**config.mk**
```make
export PLATFORM = sky130hd
export DESIGN_NAME = byte_deserializer
export DESIGN_NICKNAME = d
export VERILOG_FILES = /design/src/rtl/byte_deserializer_pkg.sv /design/src/rtl/byte_deserializer_bit_counter.sv /design/src/rtl/byte_deserializer.sv
export SDC_FILE = /design/constraint.sdc
export NUM_CORES = 1
export LEC_CHECK = 0
export BUFFER_PORTS_ARGS = -buffer_cell sky130_fd_sc_hd__buf_2
export CAP_MARGIN = 20
export CORE_MARGIN = 1
export CORE_UTILIZATION = 40
export DETAILED_ROUTE_END_ITERATION = 6
export SLEW_MARGIN = 20
export SYNTH_ARGS = -nofsm -noshare
export SYNTH_HDL_FRONTEND = slang
export SYNTH_SLANG_ARGS = --single-unit
```
**constraint.sdc**
```tcl
create_clock -name clk -period 1.4 [get_ports clk]
set_input_delay 0.35 -clock clk [delete_from_list [all_inputs] [get_ports clk]]
set_output_delay 0.35 -clock clk [all_outputs]
set_load 0.01 [all_outputs]
```
**src/rtl/byte_deserializer_pkg.sv**
```systemverilog
// Shared definitions for the serial-to-parallel deserializer and its register stage.
package byte_deserializer_pkg;

  // Word width shared with the downstream 8-bit holding register.
  localparam int unsigned DES_WIDTH_DEFAULT = 8;

  // Framing state: hunting for a sync marker, or assembling a word.
  typedef enum logic {
    ST_HUNT  = 1'b0,
    ST_SHIFT = 1'b1
  } des_state_e;

endpackage : byte_deserializer_pkg

```
**src/rtl/byte_deserializer_bit_counter.sv**
```systemverilog
// Bit position counter: counts qualified bits 0..WIDTH-1 within a word.
module bit_counter #(
  parameter int unsigned WIDTH = 8
) (
  input  logic clk,
  input  logic clear,
  input  logic load1,
  input  logic en,
  output logic tc_c
);

  localparam int unsigned CW = $clog2(WIDTH);
  localparam logic [CW-1:0] TC_VAL = CW'(WIDTH - 1);

  logic [CW-1:0] count;

  // Terminal count: the next enabled bit completes the word.
  assign tc_c = (count == TC_VAL);

  // Clear wins, then restart at 1 (sync bit already stored), then count with wrap.
  always_ff @(posedge clk) begin
    if (clear) begin
      count <= '0;
    end else if (load1) begin
      count <= CW'(1);
    end else if (en) begin
      count <= tc_c ? '0 : count + CW'(1);
    end
  end

endmodule : bit_counter

```
**src/rtl/byte_deserializer.sv**
```systemverilog
// Serial-in, parallel-out deserializer with sync-marker framing and a
// valid/ready output register that flags words lost to back-pressure.
module byte_deserializer
  import byte_deserializer_pkg::*;
#(
  parameter int unsigned WIDTH     = DES_WIDTH_DEFAULT,
  parameter bit          MSB_FIRST = 1'b1
) (
  input  logic             clk,
  input  logic             reset,
  input  logic             sin,
  input  logic             sin_valid,
  input  logic             sync,
  output logic [WIDTH-1:0] out,
  output logic             out_valid,
  input  logic             out_ready,
  output logic             overrun
);

  des_state_e       state_q;
  des_state_e       state_d;
  logic [WIDTH-1:0] shreg;
  logic [WIDTH-1:0] start_word_c;
  logic [WIDTH-1:0] shift_word_c;
  logic             cnt_load1_c;
  logic             cnt_en_c;
  logic             tc_c;
  logic             word_done_c;

  // Bit ordering: where a new bit enters and where a sync bit starts.
  generate
    if (MSB_FIRST) begin : g_msb_first
      assign shift_word_c = {shreg[WIDTH-2:0], sin};
      assign start_word_c = {{(WIDTH-1){1'b0}}, sin};
    end else begin : g_lsb_first
      assign shift_word_c = {sin, shreg[WIDTH-1:1]};
      assign start_word_c = {sin, {(WIDTH-1){1'b0}}};
    end
  endgenerate

  // Position within the current word.
  bit_counter #(
    .WIDTH (WIDTH)
  ) u_cnt (
    .clk   (clk),
    .clear (reset),
    .load1 (cnt_load1_c),
    .en    (cnt_en_c),
    .tc_c  (tc_c)
  );

  // Framing state register.
  always_ff @(posedge clk) begin
    if (reset) begin
      state_q <= ST_HUNT;
    end else begin
      state_q <= state_d;
    end
  end

  // Next state and per-bit controls; a sync bit always restarts the word.
  always_comb begin
    state_d     = state_q;
    cnt_load1_c = 1'b0;
    cnt_en_c    = 1'b0;
    word_done_c = 1'b0;
    case (state_q)
      ST_HUNT: begin
        if (sin_valid && sync) begin
          state_d     = ST_SHIFT;
          cnt_load1_c = 1'b1;
        end
      end
      ST_SHIFT: begin
        if (sin_valid) begin
          if (sync) begin
            cnt_load1_c = 1'b1;
          end else begin
            cnt_en_c    = 1'b1;
            word_done_c = tc_c;
          end
        end
      end
      default: begin
        state_d = ST_HUNT;
      end
    endcase
  end

  // Shift register: restart on sync, shift on every other qualified bit.
  always_ff @(posedge clk) begin
    if (reset) begin
      shreg <= '0;
    end else if (cnt_load1_c) begin
      shreg <= start_word_c;
    end else if (cnt_en_c) begin
      shreg <= shift_word_c;
    end
  end

  // Output register: load on completion when free or being drained, else flag overrun.
  always_ff @(posedge clk) begin
    if (reset) begin
      out       <= '0;
      out_valid <= 1'b0;
      overrun   <= 1'b0;
    end else if (word_done_c) begin
      if (!out_valid || out_ready) begin
        out       <= shift_word_c;
        out_valid <= 1'b1;
      end else begin
        overrun <= 1'b1;
      end
    end else if (out_valid && out_ready) begin
      out_valid <= 1'b0;
    end
  end

endmodule : byte_deserializer

```
Yosys cells after proc, flatten, opt, wreduce, memory -nomap -nowiden
Cells that the tools add are included.

Bits in registers: 21. Output and inout port bits: 10. Word-level logic and storage cells: 42.

Reduce and logical (&&, ||, !) cells: 10. Eq/ne operators: 2. Bitwise operators: 2. Multiplexer cells: 19. $add $sub $neg: 1.

Operator list (number): two-way mux 1 bit (17); AND reduction 2 bit (3); nonzero test 2 bit (2); adder 3 x 1 -> 3 bit, second input constant (1); equality test 3 bit, second input constant (1); two-way mux 3 bit (1); logical AND 1 bit (2); != test 2 x 1 -> 1 bit, second input constant (1); inverter 1 bit (2); case mux 1 bit (2 select lines) (1); OR reduction 2 bit (1); zero test 1 bit (1); logical OR 1 bit (1).

Longest topological paths before layout
Gate-level depths: netlist of run 1.

Depth in word-level cells: 6. Depth in mapped cells: 5.

Hierarchy
Synthesis of run 1 repeated with hierarchy kept, for this count alone.

Cells, all modules: 97. Area total of the unflattened synthesis: 912.1 sq um.

Modules (own cells, without submodules): byte_deserializer (sequential area each 360.3 sq um, instances 1, cells each 83, area an instance 765.7 sq um); bit_counter (sequential area each 60.1 sq um, instances 1, cells each 14, area an instance 146.4 sq um).

Worst setup path before layout of run 1
Ideal clock, no wire load.

Path kind: register to register. Start: reg u_cnt.count[0]. End: reg out[0]. Cell stages (with the launch flop): 6. Path buffers: 1. Path slack: 182 ps. Data arrival time: 1146 ps. Path through: dfxtp_1 ha_1 ha_1 nor3b_2 buf_6 mux2i_1.

Word-level cells in the longest chain between the ends: 5.

Ends and longest elaborated chain: start: declaration (RTL line byte_deserializer_bit_counter.sv:15) `logic [CW-1:0] count;`; start signal: assignment (RTL line byte_deserializer_bit_counter.sv:27) `count <= tc_c ? '0 : count + CW'(1);`; equality test 3 bit (RTL line byte_deserializer_bit_counter.sv:18) `assign tc_c = (count == TC_VAL);`; two-way mux 1 bit (RTL line byte_deserializer.sv:76) `if (sync) begin`; two-way mux 1 bit (RTL line byte_deserializer.sv:75) `if (sin_valid) begin`; two-way mux 1 bit (RTL line byte_deserializer.sv:67) `case (state_q)`; AND reduction 2 bit (no source line); end signal: assignment (RTL line byte_deserializer.sv:109) `out <= shift_word_c;`; end: declaration (RTL line byte_deserializer.sv:14) `output logic [WIDTH-1:0] out,`.

No other way between the ends. A chain may end at the register's enable or synchronous reset.

Worst setup path after layout of run 1
Start: reg u_cnt.count[0]. End: reg out[7].

Same word-level chain as after synthesis.

==> impl_metrics.py, run 1 <==
metrics = {
    "global_routing": {
        "globalRoute.busiestLayer": "met2",
        "grt_pass1_wl_um": 2518,
        "grt.overflow.total": 0,
        "antenna_found_initial": 0,
        "grt_max_degree": 23,
        "met3_usage_pct": 2.804,
        "grtUsageMet2_pct": 20.83,
        "grt_pass1_vias": 568,
        "grtUsageMet1_pct": 18.60,
        "grt_use_total_pct": 13.66,
    },
    "timing": {
        "hold_viol_final": 0,
        "finalSetupViolCount": 0,
        "fin_crit_sh_pct": 93.90,
        "max_slew_margin_pct": 76.96,
        "slew_violations": 0,
        "fin_skew_ns": 0.001790,
        "max_freq_mhz": 760.7,
        "fin_crit_ns": 1.315,
        "setup_ws_ns": 0.08540,
        "worst-slew-pin-transition_ns": 0.3449,
        "setup_tns_ns": 0,
    },
    "floorplanning": {
        "rows": 16,
        "io-pin-count": 16,
        "core_area_um2": 2022,
        "start_util_pct": 43.44,
        "die_w_um": 48.86,
        "die_h_um": 48.86,
        "fp.dieArea_um2": 2387,
    },
    "yosys": {
        "yosysMostFrequentCell": "dfxtp_1",
        "ys_warn_count": 0,
        "synth_flop_cell": "dfxtp_1",
        "syn_nets": 102,
        "yosysSeqAreaShare_pct": 47.86,
        "avgSynthCellArea_um2": 9.344,
        "ys_ff_latch": 21,
        "syn_inst": 94,
        "netlist_top_cells_count": "dfxtp_1, nand2_1, nand2b_1",
        "netlist.area_leader.share_pct": 47.86,
        "synth_edf_count": 0,
        "syn-cell-area_um2": 878.3,
        "synth_area_leaders": "dfxtp_1, nand2b_1, mux2i_1, nand2_1, a21oi_1",
        "yosysTopAreaCell": "dfxtp_1",
        "synth_cell_types": 18,
        "async_reset_ff_share_pct": 0,
    },
    "cts": {
        "ctsHtreeMaxLevel": 1,
        "clock_latency_ns": 0.29,
        "cts_setup_buffers": 0,
        "cts_made_buffers": 3,
        "cts_resized": 0,
        "clk_pin_slew_ns": 0.11,
        "cts_hold_buf": 0,
        "clock_tree.buffer_depth": 2,
        "cts-root-buf": "clkbuf_4",
        "cts.sinks": 21,
        "cts_tree": "built",
    },
    "placement": {
        "gp_congestion": 0.7153,
        "io_buffers": 15,
        "dp_hpwl_um": 1036,
        "place_ws_ns": 0.03139,
        "placedCellCount": 134,
    },
    "critical_path": {
        "crit_path_start_kind": "register",
        "path_cells": "ha_1 > ha_4 > nor3b_4 > buf_6 > mux2i_1",
        "crit_path_end_kind": "register",
        "crit_arrival_ns": 1.54,
        "critPathKind": "reg2reg",
        "crit_path_max_fanout": 8,
        "cp.required_ns": 1.63,
        "cp-startpoint": "u_cnt.count[0]",
        "critPathMaxStageDelay_ns": 0.36,
        "cp_slowest_cell": "dfxtp_2",
        "r2r_start": "u_cnt.count[0]",
    },
    "final_layout": {
        "drive_above_1_share_pct": 24.32,
        "multi_input_area_um2": 452.9,
        "stdcell_count": 138,
        "antennaDiodeCount": 0,
        "utilization_pct": 50.93,
        "fillers": 211,
        "area_growth_pct": 17.24,
        "regArea_um2": 421.7,
        "final_nets": 120,
    },
    "drt": {
        "vias_per_cell": 4.667,
        "wl_per_cell_um": 10.86,
        "first_iter_violations": 19,
        "drtAntennaViolNets": 0,
        "drc": 0,
        "wl_um": 1499,
        "num_vias": 644,
        "firstDrtPassIters": 4,
    },
    "hold_path": {
        "min_from": "sin",
        "holdCritPathClass": "in2reg",
    },
    "status": {
        "status": "complete, no violations",
    },
    "pwr": {
        "irDropWorstVdd_uv": 538.2,
        "power.density_nw_per_um2": 916.4,
        "power.leakage_nw": 0.3986,
        "total_power_w": 0.0009437,
    },
    "run": {
        "drv_cap": 0,
    },
}
-- path summary, 6_finish.rpt --
check | endpoint | slack (ns) | cells after the start
setup / recovery | out[7] | 0.09 | 5
hold / removal | shreg[0] | 0.30 | 3
setup reg to reg | out[7] | 0.09 | 5
hold reg to reg | shreg[6] | 0.46 | 2
-- per-layer routing --
metal  share of wire (%)  vias to the layer above
li1                    -                      347
met1                  53                      288
met2                  44                        7
met3                 2.3                        2
met4                0.67                        0
met5                   0                        -
-- placed cells by master, fill, tap and decap left out, types with 2 or more instances in the layout --
master     n
nand2_1   18
nand2b_1  16
nor2_1     4
a21oi_1   11
o21ai_0    2
clkbuf_4   3
mux2i_1    9
buf_2     15
dfxtp_1   20
-- power by group --
group / leakage, nW / internal (W) / switching, W
clock: 0.0177 / 0.000106 / 0.000172
sequential: 0.170 / 0.000604 / 0.00000703
combinational: 0.211 / 0.0000247 / 0.0000293
-- area by class of cell --
type	count	area share [%]
flip-flops and latches	21	40.95
repair buffers	17	9.113
well taps	27	3.281
multi-input cells	69	43.99
clock buffers	3	2.187
clock inverters	1	0.4860
-- critical path: cells and delay by family, from the launching register on --
| kind | cells | cell delay (ns) |
|---|---|---|
| adder cells (fa/ha/maj) | 2 | 0.34 |
| AND/OR/NAND/NOR | 1 | 0.18 |
| flip-flops | 1 | 0.36 |
| multiplexers | 1 | 0.19 |
| buffers and inverters | 1 | 0.18 |
-- state kept, by name, indices dropped and copies added, names as in the netlist --
name,count
out,8
shreg,7
u_cnt.count,3
out_valid,1
overrun,1
state_q,1
-- metrics by stage --
stage / instance area [um^2] / hold slack, ns
global placement: 978.4 / 0.4542
finish: 1030 / 0.2997
floorplan: 878.3 / 0.4368
global route: 1030 / 0.2932
CTS: 1006 / 0.2868
detailed placement: 978.4 / 0.4502
-- logic make-up (layout without fill, tap and decap cells) --
logic type               Yosys count  after routing  synth area share [%]
AND/OR/NAND/NOR                   43             43                 27.21
adder cells (fa/ha/maj)            2              2                 2.849
buffers and inverters              4             21                 2.706
flip-flops                        21             21                 47.86
multiplexers                       9              9                 10.26
AO/OA/AOI/OAI                     15             15                 9.117
Note: power is estimated with default switching activity, not from simulation.
==> run 2: changes to the inputs <==
Clock period 1.4 ns to 1.25 ns, I/O delays scaled along.
==> run 2 against run 1 <==
  * The run now ends with negative setup slack left
  * Power is 15% higher
  * Highest routed layer unchanged
  * Sequential power is 12% higher
  * Worst hold slack worse by 0.026 ns
  * Critical path type unchanged
  * Wire length is 11% higher
  * Via count is 8.4% higher
  * Clock skew is 0.0056 ns higher
  * Worst setup slack worse by 0.10 ns
  * Critical path depth stayed put
  * Die area stayed put
  * Global-route usage is 2.6 points higher
==> impl_metrics.py, run 2 (same netlist as run 1, synthesis figures left out) <==
metrics = {
    "floorplanning": {
        "start_util_pct": 43.44,
        "die_w_um": 48.86,
        "core_area_um2": 2022,
        "fp.dieArea_um2": 2387,
        "io-pin-count": 16,
        "rows": 16,
        "die_h_um": 48.86,
    },
    "run": {
        "drv_cap": 0,
    },
    "hold_path": {
        "whs_path_depth": 3,
        "min_from": "sin",
        "hold_end": "shreg[0]",
        "holdCritPathClass": "in2reg",
    },
    "timing": {
        "rsz0062_at_grt": "yes",
        "worst-slew-pin-transition_ns": 0.3291,
        "max_slew_margin_pct": 78.02,
        "slew_violations": 0,
        "fin_crit_ns": 1.268,
        "fin_crit_sh_pct": 101.4,
        "setup_ws_ns": -0.01783,
        "finalSetupViolCount": 7,
        "setup_tns_ns": -0.08144,
        "hold_viol_final": 0,
        "max_freq_mhz": 788.7,
        "fin_skew_ns": 0.007433,
    },
    "critical_path": {
        "r2r_start": "u_cnt.count[1]",
        "crit_arrival_ns": 1.51,
        "cp-startpoint": "u_cnt.count[1]",
        "crit_path_start_kind": "register",
        "critPathKind": "reg2reg",
        "worst-r2r-cell-count": 5,
        "timing.rr.end": "out[0]",
        "crit_path_max_fanout": 8,
        "cp.required_ns": 1.49,
        "r2r_slack_ns": -0.02,
        "crit_path_end_kind": "register",
    },
    "cts": {
        "cts-root-buf": "clkbuf_4",
        "cts.sinks": 21,
        "cts_hold_buf": 0,
        "cts_tree": "built",
        "clock_tree.buffer_depth": 2,
        "ctsHtreeMaxLevel": 1,
        "cts_made_buffers": 3,
        "clock_latency_ns": 0.31,
        "clk_pin_slew_ns": 0.11,
    },
    "drt": {
        "num_vias": 698,
        "wl_per_cell_um": 11.67,
        "vias_per_cell": 4.881,
        "drc": 0,
        "wl_um": 1669,
        "firstDrtPassIters": 4,
        "drtAntennaViolNets": 0,
        "first_iter_violations": 11,
    },
    "global_routing": {
        "grt.overflow.total": 0,
        "grt_use_total_pct": 16.25,
        "grt_pass1_vias": 649,
        "antenna_found_initial": 0,
        "grt_pass1_wl_um": 2856,
        "grt_max_degree": 23,
    },
    "pwr": {
        "p_switching_w": 0.0002548,
        "seqPwrFrac_pct": 62.7,
        "power.leakage_nw": 0.4279,
        "power.density_nw_per_um2": 995.2,
        "swShare_pct": 23.38,
        "combPwrFrac_pct": 7.1,
        "power_frac_clock_pct": 30.2,
        "irDropWorstVdd_uv": 585.3,
        "p_int_w": 0.0008348,
    },
    "final_layout": {
        "final_nets": 125,
        "area_growth_pct": 24.64,
        "fillers": 199,
        "drive_above_1_share_pct": 30.17,
        "stdcell_count": 143,
        "top_regs": "out: 8 flops, shreg: 7 flops, u_cnt.count: 3 flops",
        "regMostFlops": "out",
        "largest_register_ffs": 8,
        "most-common-layout-cells": "dfxtp_1, nand2_1, nand2b_1, buf_2, a21oi_1",
        "antennaDiodeCount": 0,
        "mostFrequentLayoutCell": "dfxtp_1",
    },
    "placement": {
        "gp_congestion": 0.7480,
        "dp_hpwl_um": 1127,
        "placedCellCount": 138,
        "io_buffers": 15,
    },
    "status": {
        "violations": "negative setup slack",
        "status": "complete, but fails checks",
    },
}
==> run 2: cell types whose count changed in the layout (fill, tap and decap cells not counted), sizes merged <==
cell / delta
buf: +5
==> run 2: layout make-up <==
| class | instances | area [um^2] | area share [%] |
|---|---|---|---|
| Multi-Input combinational cell | 69 | 470.5 | 42.97 |
| Sequential cell | 21 | 422.9 | 38.63 |
| Timing Repair Buffer | 22 | 140.1 | 12.80 |
| Tap cell | 27 | 33.78 | 3.086 |
| Clock buffer | 3 | 22.52 | 2.057 |
| Clock inverter | 1 | 5.005 | 0.4571 |
==> run 2: power groups by stage <==
stage / Sequential (W) / Clock [W] / Combinational [W]
after floorplan: 0.000697 / 0 / 0.0000396
after global placement: 0.000697 / 0 / 0.0000729
after detailed placement: 0.000697 / 0 / 0.0000741
after CTS: 0.000684 / 0.000343 / 0.0000764
after global routing: 0.000685 / 0.000367 / 0.0000861
final: 0.000683 / 0.000329 / 0.0000770
==> run 2: how the worst max path moves through the flow <==
stage / endpoint / slack, ns / cells after the start
6_report: out[0] / -0.02 / 5
5_1_grt: out[6] / -0.09 / 5
4_1_cts: out[4] / 0.008 / 5
3_5_place_dp: out[6] / -0.41 / 4
3_3_place_gp: out[4] / -0.35 / 4
2_1_floorplan: out[0] / 0.03 / 5
==> run 2: timing repair <==
action,CTS,global route
pin swaps,0,1
setup endpoints to repair,9,9
hold endpoints to repair,0,0
resized for setup,9,0
buffers inserted,1,0
==> run 2: worst max-delay path, stage by stage, from the launching register on <==
cell and delay [ns]:
dfxtp_2 0.37, ha_4 0.14, ha_4 0.12, nor3b_4 0.23
buf_12 0.17, mux2i_1 0.17
==> run 2: per-stage QoR <==
step	util (%)	hold WS [ns]	total power [W]	setup slack [ns]	cell area, um^2
final	54.15	0.2738	0.001090	-0.01783	1095
after global routing	54.15	0.2882	0.001138	-0.09090	1095
after CTS	54.15	0.2686	0.001103	0.007649	1095
after detailed placement	49.88	0.4490	0.0007707	-0.4104	1008
after global placement	49.88	0.4469	0.0007694	-0.3484	1008
after floorplan	-	0.4368	0.0007365	0.03229	878.3
==> run 2: metal layers <==
layer / GRT usage, % / routed length (um) / up-vias
li1: - / - / 356
met1: 19.03 / 725 / 326
met2: 27.31 / 843 / 12
met3: 2.804 / 63 / 4
met4: 10.29 / 36 / 0
met5: 0 / 0 / -
==> run 3: changes to the inputs <==
Settings changed: CELL_PAD_IN_SITES_DETAIL_PLACEMENT from default to 1, CELL_PAD_IN_SITES_GLOBAL_PLACEMENT from default to 2, CORE_UTILIZATION 40 to 32, PLACE_DENSITY_LB_ADDON from default to 0.1.
==> run 3 against run 2 <==
  * Clock skew up 0.0018 ns
  * Final cell count is 4.2% higher
  * Wire length grew 19%
  * Critical path type unchanged
  * The flow still finishes with violations (negative setup slack)
  * Global-route usage decreased by 0.77 points
==> impl_metrics.py, run 3 (same netlist as run 1, synthesis figures left out) <==
metrics = {
    "cts": {
        "cts-root-buf": "clkbuf_4",
        "cts_tree": "built",
        "ctsHtreeMaxLevel": 1,
        "cts_hold_buf": 0,
        "cts_made_buffers": 3,
        "clock_latency_ns": 0.31,
        "clk_pin_slew_ns": 0.13,
        "clock_tree.buffer_depth": 2,
        "cts.sinks": 21,
    },
    "critical_path": {
        "cpMostUsedCell": "ha_4",
        "r2r_start": "u_cnt.count[0]",
        "path_delay_family": "flip-flops",
        "crit_buf_inv": 1,
        "critPathKind": "reg2reg",
        "crit_path_max_fanout": 8,
        "cp-startpoint": "u_cnt.count[0]",
        "cp_slowest_cell": "dfxtp_2",
        "cp.required_ns": 1.50,
        "crit_path_start_kind": "register",
        "crit_arrival_ns": 1.55,
        "path_cells": "ha_4 > ha_4 > nor3b_4 > buf_12 > mux2i_1",
        "critPathMaxStageDelay_ns": 0.39,
        "crit_path_end_kind": "register",
    },
    "timing": {
        "setup_ws_ns": -0.05716,
        "worst-slew-pin-transition_ns": 0.2892,
        "slew_violations": 0,
        "max_freq_mhz": 765.0,
        "finalSetupViolCount": 9,
        "max_slew_margin_pct": 80.68,
        "hold_viol_final": 0,
        "fin_skew_ns": 0.009272,
        "fin_crit_sh_pct": 104.6,
        "fin_crit_ns": 1.307,
        "setup_tns_ns": -0.3892,
        "rsz0062_at_grt": "yes",
    },
    "final_layout": {
        "mostFrequentLayoutCell": "dfxtp_1",
        "most-common-layout-cells": "dfxtp_1, nand2_1, nand2b_1, buf_2, a21oi_1",
        "final_nets": 128,
        "top_regs": "out: 8 flops, shreg: 7 flops, u_cnt.count: 3 flops",
        "antennaDiodeCount": 0,
        "regMostFlops": "out",
        "design_area_um2": 1122,
        "area_growth_pct": 27.78,
        "largest_register_ffs": 8,
        "drive_above_1_share_pct": 31.09,
    },
    "drt": {
        "num_vias": 711,
        "firstDrtPassIters": 4,
        "drc": 0,
        "wl_per_cell_um": 13.35,
        "wl_um": 1989,
        "drtAntennaViolNets": 0,
        "vias_per_cell": 4.772,
        "first_iter_violations": 7,
    },
    "placement": {
        "gp_congestion": 0.6882,
        "place_ws_ns": -0.4464,
        "postPlaceCellArea_um2": 1027,
        "io_buffers": 15,
        "dp_hpwl_um": 1293,
    },
    "global_routing": {
        "grt_use_total_pct": 15.47,
        "grt_pass1_vias": 679,
        "grt_pass1_wl_um": 3132,
        "grt_max_degree": 22,
        "grt.overflow.total": 0,
        "antenna_found_initial": 0,
    },
    "hold_path": {
        "holdCritPathClass": "in2reg",
        "min_from": "sin",
    },
    "status": {
        "violations": "negative setup slack",
        "status": "complete, but fails checks",
    },
    "pwr": {
        "total_power_w": 0.001113,
        "irDropWorstVdd_uv": 475.3,
        "power.leakage_nw": 0.4455,
        "power.density_nw_per_um2": 991.8,
    },
    "floorplanning": {
        "start_util_pct": 34.51,
        "core_area_um2": 2545,
        "fp.dieArea_um2": 2958,
        "rows": 18,
        "die_h_um": 54.39,
        "io-pin-count": 16,
        "die_w_um": 54.39,
    },
    "run": {
        "drv_cap": 0,
    },
}
## run 3: stage by stage
step / utilization, % / hold WS (ns) / cells
global route: 44.10 / 0.2436 / 149
floorplan: - / 0.4368 / 94
finish: 44.10 / 0.2427 / 149
detailed placement: 40.36 / 0.4636 / 143
global placement: 40.36 / 0.4457 / 143
CTS: 43.76 / 0.2415 / 148
## run 3: area by class of cell
cell class / instances / area [um^2]
fill: 311 / 1423
multi-input combinational: 70 / 479.2
clock buffer: 3 / 22.52
clock inverter: 1 / 5.005
timing repair buffer: 24 / 155.1
tap: 30 / 37.54
sequential: 21 / 422.9
## run 3: path summary, 6_finish.rpt
check              to  slack, ns  cells past startpoint
max            out[6]      -0.06                      5
min          shreg[0]       0.24                      3
max reg2reg    out[6]      -0.06                      5
min reg2reg    out[1]       0.48                      2
## run 3: repair_timing
action,4_1_cts,5_1_grt
setup endpoints to repair,9,11
resized for setup,9,0
gates cloned,0,1
setup buffers,1,0
pin swaps,2,1
## run 3: worst reg2reg max path, stage by stage (launching register included)
cell and delay [ns]:
dfxtp_2 0.39, ha_4 0.15, ha_4 0.13, nor3b_4 0.23
buf_12 0.17, mux2i_1 0.18
## run 3: where the power goes
group | internal (W) | switching (W) | leakage, nW | total [W]
sequential | 0.000677 | 0.00000825 | 0.171 | 0.000685
clock | 0.000120 | 0.000226 | 0.0177 | 0.000345
combinational | 0.0000417 | 0.0000411 | 0.257 | 0.0000828
## run 3: routing by layer
layer / track usage [%] / vias up / share of wire, %
met3: 3.056 / 4 / 2.7
li1: - / 363 / -
met2: 24.39 / 9 / 49
met1: 19.90 / 335 / 47
met4: 7.692 / 0 / 1.6
met5: 0 / - / 0
